--- src/rtl/nibble_serial_add_ctrl.sv ---
// nibble_serial_add_ctrl
//
// Computes a WIDTH-bit sum by driving one external 4-bit adder slice once per
// clock, least-significant nibble first, with the carry chained through an
// internal register. Operands are taken with a valid/ready handshake, and the
// result is offered with a second valid/ready handshake.
//
// Optional feature: define NIBBLE_ADD_SUB_EN to add the op_sub port and
// support A-B (B is inverted and the initial carry is 1). When it is not
// defined, the block only adds.
//
// Ports
//   clk, rst           rising-edge clock, asynchronous active-high reset
//   start_valid/ready  operand handshake (op_a, op_b, op_sub when enabled)
//   nib_a, nib_b       nibble operands sent to the slice (nib_b is already inverted for subtract)
//   nib_cin            carry-in sent to the slice
//   nib_sum, nib_cout  combinational answer from the slice
//   res_valid/ready    result handshake
//   result             WIDTH-bit sum, held until the next operation writes it
//   carry_out          carry out of the top nibble (no-borrow flag for subtract)
//   overflow           two's-complement signed overflow
module nibble_serial_add_ctrl #(
  parameter int WIDTH = 32
) (
  input  logic             clk,
  input  logic             rst,
  input  logic             start_valid,
  output logic             start_ready,
  input  logic [WIDTH-1:0] op_a,
  input  logic [WIDTH-1:0] op_b,
`ifdef NIBBLE_ADD_SUB_EN
  input  logic             op_sub,
`endif
  output logic [3:0]       nib_a,
  output logic [3:0]       nib_b,
  output logic             nib_cin,
  input  logic [3:0]       nib_sum,
  input  logic             nib_cout,
  output logic             res_valid,
  input  logic             res_ready,
  output logic [WIDTH-1:0] result,
  output logic             carry_out,
  output logic             overflow
);

  localparam int NIB = WIDTH / 4;
  localparam int KW  = (NIB > 1) ? $clog2(NIB) : 1;

  typedef enum logic [1:0] {IDLE, RUN, DONE} state_t;

  state_t           state;
  logic [WIDTH-1:0] a_reg;
  logic [WIDTH-1:0] b_reg;      // holds B', meaning it is already inverted for subtract
  logic             carry_reg;
  logic [KW-1:0]    k;
  logic             sub_sel;
  logic             last_step;

`ifdef NIBBLE_ADD_SUB_EN
  assign sub_sel = op_sub;
`else
  assign sub_sel = 1'b0;
`endif

  assign last_step = (k == KW'(NIB - 1));

  // The slice is combinational. It therefore has to see the current nibble
  // in the same cycle as its answer is captured. For that reason the nibble
  // outputs are a mux from registers and are not registered a second time.
  always_comb begin
    nib_a   = 4'd0;
    nib_b   = 4'd0;
    nib_cin = 1'b0;
    if (state == RUN) begin
      nib_cin = carry_reg;
      for (int i = 0; i < NIB; i++) begin
        if (k == KW'(i)) begin
          nib_a = a_reg[4*i +: 4];
          nib_b = b_reg[4*i +: 4];
        end
      end
    end
  end

  always_ff @(posedge clk or posedge rst) begin
    if (rst) begin
      state       <= IDLE;
      start_ready <= 1'b1;
      res_valid   <= 1'b0;
      result      <= '0;
      carry_out   <= 1'b0;
      overflow    <= 1'b0;
      a_reg       <= '0;
      b_reg       <= '0;
      carry_reg   <= 1'b0;
      k           <= '0;
    end else begin
      case (state)
        IDLE: begin
          // start_ready is always 1 in IDLE, so start_valid alone completes the handshake
          if (start_valid) begin
            a_reg       <= op_a;
            b_reg       <= sub_sel ? ~op_b : op_b;
            carry_reg   <= sub_sel;
            k           <= '0;
            start_ready <= 1'b0;
            state       <= RUN;
          end
        end

        RUN: begin
          for (int i = 0; i < NIB; i++) begin
            if (k == KW'(i)) begin
              result[4*i +: 4] <= nib_sum;
            end
          end
          carry_reg <= nib_cout;
          if (last_step) begin
            // The top result bit is being written in this cycle, so take it from the slice directly.
            carry_out <= nib_cout;
            overflow  <= (a_reg[WIDTH-1] == b_reg[WIDTH-1]) &&
                         (nib_sum[3] != a_reg[WIDTH-1]);
            res_valid <= 1'b1;
            state     <= DONE;
          end else begin
            k <= k + KW'(1);
          end
        end

        DONE: begin
          if (res_ready) begin
            res_valid   <= 1'b0;
            start_ready <= 1'b1;
            state       <= IDLE;
          end
        end

        default: begin
          state       <= IDLE;
          start_ready <= 1'b1;
          res_valid   <= 1'b0;
        end
      endcase
    end
  end

endmodule

--- config.mk ---
export PLATFORM = sky130hd
export DESIGN_NAME = nibble_serial_add_ctrl
export DESIGN_NICKNAME = d
export VERILOG_FILES = /design/src/rtl/nibble_serial_add_ctrl.sv
export SDC_FILE = /design/constraint.sdc
export NUM_CORES = 1
export LEC_CHECK = 0
export CAP_MARGIN = 20
export CORE_ASPECT_RATIO = 2
export CORE_MARGIN = 2
export CORE_UTILIZATION = 53
export CTS_CLUSTER_DIAMETER = 100
export CTS_CLUSTER_SIZE = 16
export DETAILED_ROUTE_END_ITERATION = 16
export PLACE_DENSITY = 0.85
export SETUP_SLACK_MARGIN = 0.05
export SKIP_LAST_GASP = 1
export SLEW_MARGIN = 20
export SYNTH_ARGS = -nofsm -noshare
export SYNTH_HDL_FRONTEND = slang
export SYNTH_SLANG_ARGS = --single-unit
--- constraint.sdc ---
create_clock -name clk -period 8.4 [get_ports clk]
set_input_delay 1.68 -clock clk [delete_from_list [all_inputs] [get_ports clk]]
set_output_delay 1.68 -clock clk [all_outputs]
set_load 0.02 [all_outputs]
==> impl_results.md <==
- Status: finished clean
- Sw Share: 36.3%
- Sort of element at the end of the critical path: primary output
- Actual transition at the worst max-transition pin: 806 ps
- Number of instances in the synthesized netlist: 355
- Library cells used by synthesis: 30
- Count of antenna diodes in the layout: 0
- R2R cell count: 5
- Instance area at placement: 5910 um^2
- Number of synthesized register bits: 106
- Setup repair after global routing missed its margin: false
- Area share of the leading cell type in the synthesized netlist: 55.8%
- Number of nets in the layout: 540
- Post-route clock skew: 7.81 ps
- Data required time at the worst endpoint: 6720 ps
- Dominant cells by area after synthesis: dfrtp_1, mux2_2, o21ai_0
- Global-route wire length before repair: 19100 um
- Boundary Pins: 118
- Clock latency at the later pin of the worst-skew pair: 340 ps
- Number of buffers inserted for hold repair after clock tree synthesis: 0
- Worst Setup Slack post-DPL: 3760 ps
- Combinational share of power: 45.9%
- DR pass1 iterations: 5
- Post-synthesis average cell area: 13.3 um^2
- Ratio of total power to cell area: 433 nW/um^2
- Clock group share of total power: 17.9%
- CTS resizes: 0
- Total clock sinks: 106
- Number of filler instances in the final layout: 621
- Endpoint of the worst-slack reg-to-reg timing path: result[5]$_DFFE_PP0P_
- Most common cell in the netlist: dfrtp_1
- Worst min-delay path class: flip-flop to flip-flop
- Worst hold endpoint: overflow$_DFFE_PP0P_
- Register Area: 2650 um^2
- Clock tree from TritonCTS: done
- Cell types with the highest counts after synthesis: dfrtp_1, mux2_2, o21ai_0, nand2_1, buf_2
- FP Rows: 48
- Slack of the worst reg-to-reg path: 5860 ps
- Internal power contribution: 1.73 mW
- Net switching power of the design: 0.985 mW
- Final RePlAce weighted congestion: 0.962
- Total clock buffers created by CTS: 9
- Maximum clock path buffer count: 2
- Post-route worst setup slack: 3350 ps
- Number of nets in the synthesized netlist: 434
- Count of antenna-violating nets left after detailed routing: 0
- Dominant cell type by area after synthesis: dfrtp_1
- Multi-input gate area in the final layout: 1910 um^2
- Final std cell area, no fill: 6260 um^2
- Crit path kind: flip-flop to primary output
- Final hold violation count: 0
- Arrival time reported for the critical path endpoint: 3370 ps
- Post-Synthesis Cell Area: 4710 um^2
- Number of setup violations in the final report: 0
- Total congestion overflow: 0
- Largest net degree at the start of global routing: 67
- Avg WL per Cell: 21.3 um
- Number of warning messages in the yosys log: 0
- Width of the die: 70.6 um
- Clock slew seen by the registers of the worst setup and hold paths: 70 ps
- Number of synthesized flops with an enable pin: 0
- Setup Buffers After CTS: 0
- Maximum level of the CTS H-tree: 3
- Crit path max fanout: 24
- Overall global routing resource usage: 26.1%
- CP Launch Type: flip-flop
- Final worst path period need: 5050 ps
- Final Max Tran Viols: 0
- Detailed Route Iter0 Violations: 208
- Proportion of layout cells with a drive suffix above 1: 26.0%
- Peak clock frequency supported by timing: 198 MHz
- Hold Path Depth: 2
- Vias in the first global route: 3659
- Largest vdd supply drop: 0.342 mV
- Worst slew margin relative to its limit: 46.3%
- Floorplan core area: 8650 um^2
- Sequential fraction of design power: 36.1%
- Total negative slack for setup checks: 0 ps
- Critical R2R Launch: k[1]$_DFFE_PP0P_
- Share of the yosys chip area belonging to registers: 56.4%
- Proportion of register bits with asynchronous set or reset after synthesis: 100%
- Post-layout utilization of the core: 72.4%
- Starting density of the core: 54.4%
- Leakage power: 2.57 nW
- Most instantiated flip-flop cell in the synthesis netlist: dfrtp_1
- Overall die height: 137 um
- Maximum Capacitance Violations: 0
- # DRC: 0
- Count of port buffers added during placement: 117
- Post-route fraction of the period consumed by the critical path: 60.1%
- CTS Root Buffer Type: clkbuf_16
- Beginning of the worst hold path: overflow$_DFFE_PP0P_
- Drt total wl: 12100 um
- Signed area change from the synthesized netlist to the final layout: 33.0%
- Routed vias: 3427
- Vias per cell: 6.05
- Number of antenna violations at the first check in global routing: 0
- Final HPWL DP: 8950 um
- Die ar.: 9700 um^2
-- critical path, cell delays in order, from the launching register on --
cell and delay [ps]:
dfrtp_1 850, inv_1 190, ha_1 400, nor2_1 410, o21ai_0 150, o21ai_0 200, a32o_1 180, clkdlybuf4s50_1 630
-- power groups by stage --
stage	Sequential, mW	Clock, mW	Combinational [mW]
2_1_floorplan	1.01	0	0.726
3_3_place_gp	0.974	0	1.20
3_5_place_dp	0.985	0	1.24
4_1_cts	0.980	0.491	1.25
5_1_grt	1.01	0.512	1.33
6_report	0.980	0.487	1.25
-- metrics by stage --
step | std cells | hold slack [ps] | total power, mW
2_1_floorplan | 355 | 475 | 1.73
3_3_place_gp | 550 | 473 | 2.18
3_5_place_dp | 550 | 485 | 2.23
4_1_cts | 566 | 500 | 2.72
5_1_grt | 566 | 521 | 2.86
6_report | 566 | 501 | 2.71
-- placed cells by master, fill, tap and decap left out, types with 2 or more instances in the layout --
cell             instances
mux2_2                  97
nand3_1                  3
o221ai_1                 8
a32o_1                   8
clkbuf_16                9
clkdlybuf4s50_1        117
clkbuf_8                 2
nor3_2                   2
nor2_1                   6
nand2_1                 19
a22oi_1                  8
bufinv_16                3
buf_4                    3
a221oi_1                 8
nand2b_1                 4
ha_1                     6
a21oi_1                  3
inv_1                    5
a31oi_1                  8
dfrtp_1                105
o21ai_0                 21
a211o_1                  8
-- cell families (layout without fill, tap and decap cells) --
| group | count (synthesis) | in the layout | share of synthesized area, % |
|---|---|---|---|
| flip-flops | 106 | 106 | 56.4 |
| multiplexers | 97 | 97 | 23.2 |
| AO/OA/AOI/OAI | 73 | 73 | 11.2 |
| AND/OR/NAND/NOR | 41 | 41 | 4.33 |
| buffers and inverters | 32 | 143 | 3.32 |
| adder cells (fa/ha/maj) | 6 | 6 | 1.59 |
-- how the worst max path moves through the flow --
stage / endpoint / cells past startpoint / start / slack (ps)
after global routing: nib_b[1] / 7 / k[2]$_DFFE_PP0P_ / 3080
after global placement: nib_a[1] / 7 / k[2]$_DFFE_PP0P_ / 3770
after floorplan: a_reg[0]$_DFFE_PP0P_ / 1 / rst / 3930
after CTS: nib_b[1] / 7 / k[2]$_DFFE_PP0P_ / 3400
after detailed placement: nib_b[1] / 7 / k[2]$_DFFE_PP0P_ / 3760
final: nib_b[1] / 7 / k[2]$_DFFE_PP0P_ / 3350
-- final cells by class --
cell class,instances,area share (%)
well taps,100,2.00
clock buffers,12,4.10
flip-flops and latches,106,42.4
clock inverters,4,1.56
inverters,7,0.460
multi-input cells,217,30.4
repair buffers,120,19.1
-- layer usage --
layer / up-vias / GRT usage, % / share of wire, %
met3: 42 / 3.80 / 4.7
met1: 1708 / 28.2 / 34
met5: - / 0 / 0
met4: 0 / 18.2 / 6.6
met2: 152 / 46.4 / 55
li1: 1525 / - / -
Power figures use the tool's default switching activity.
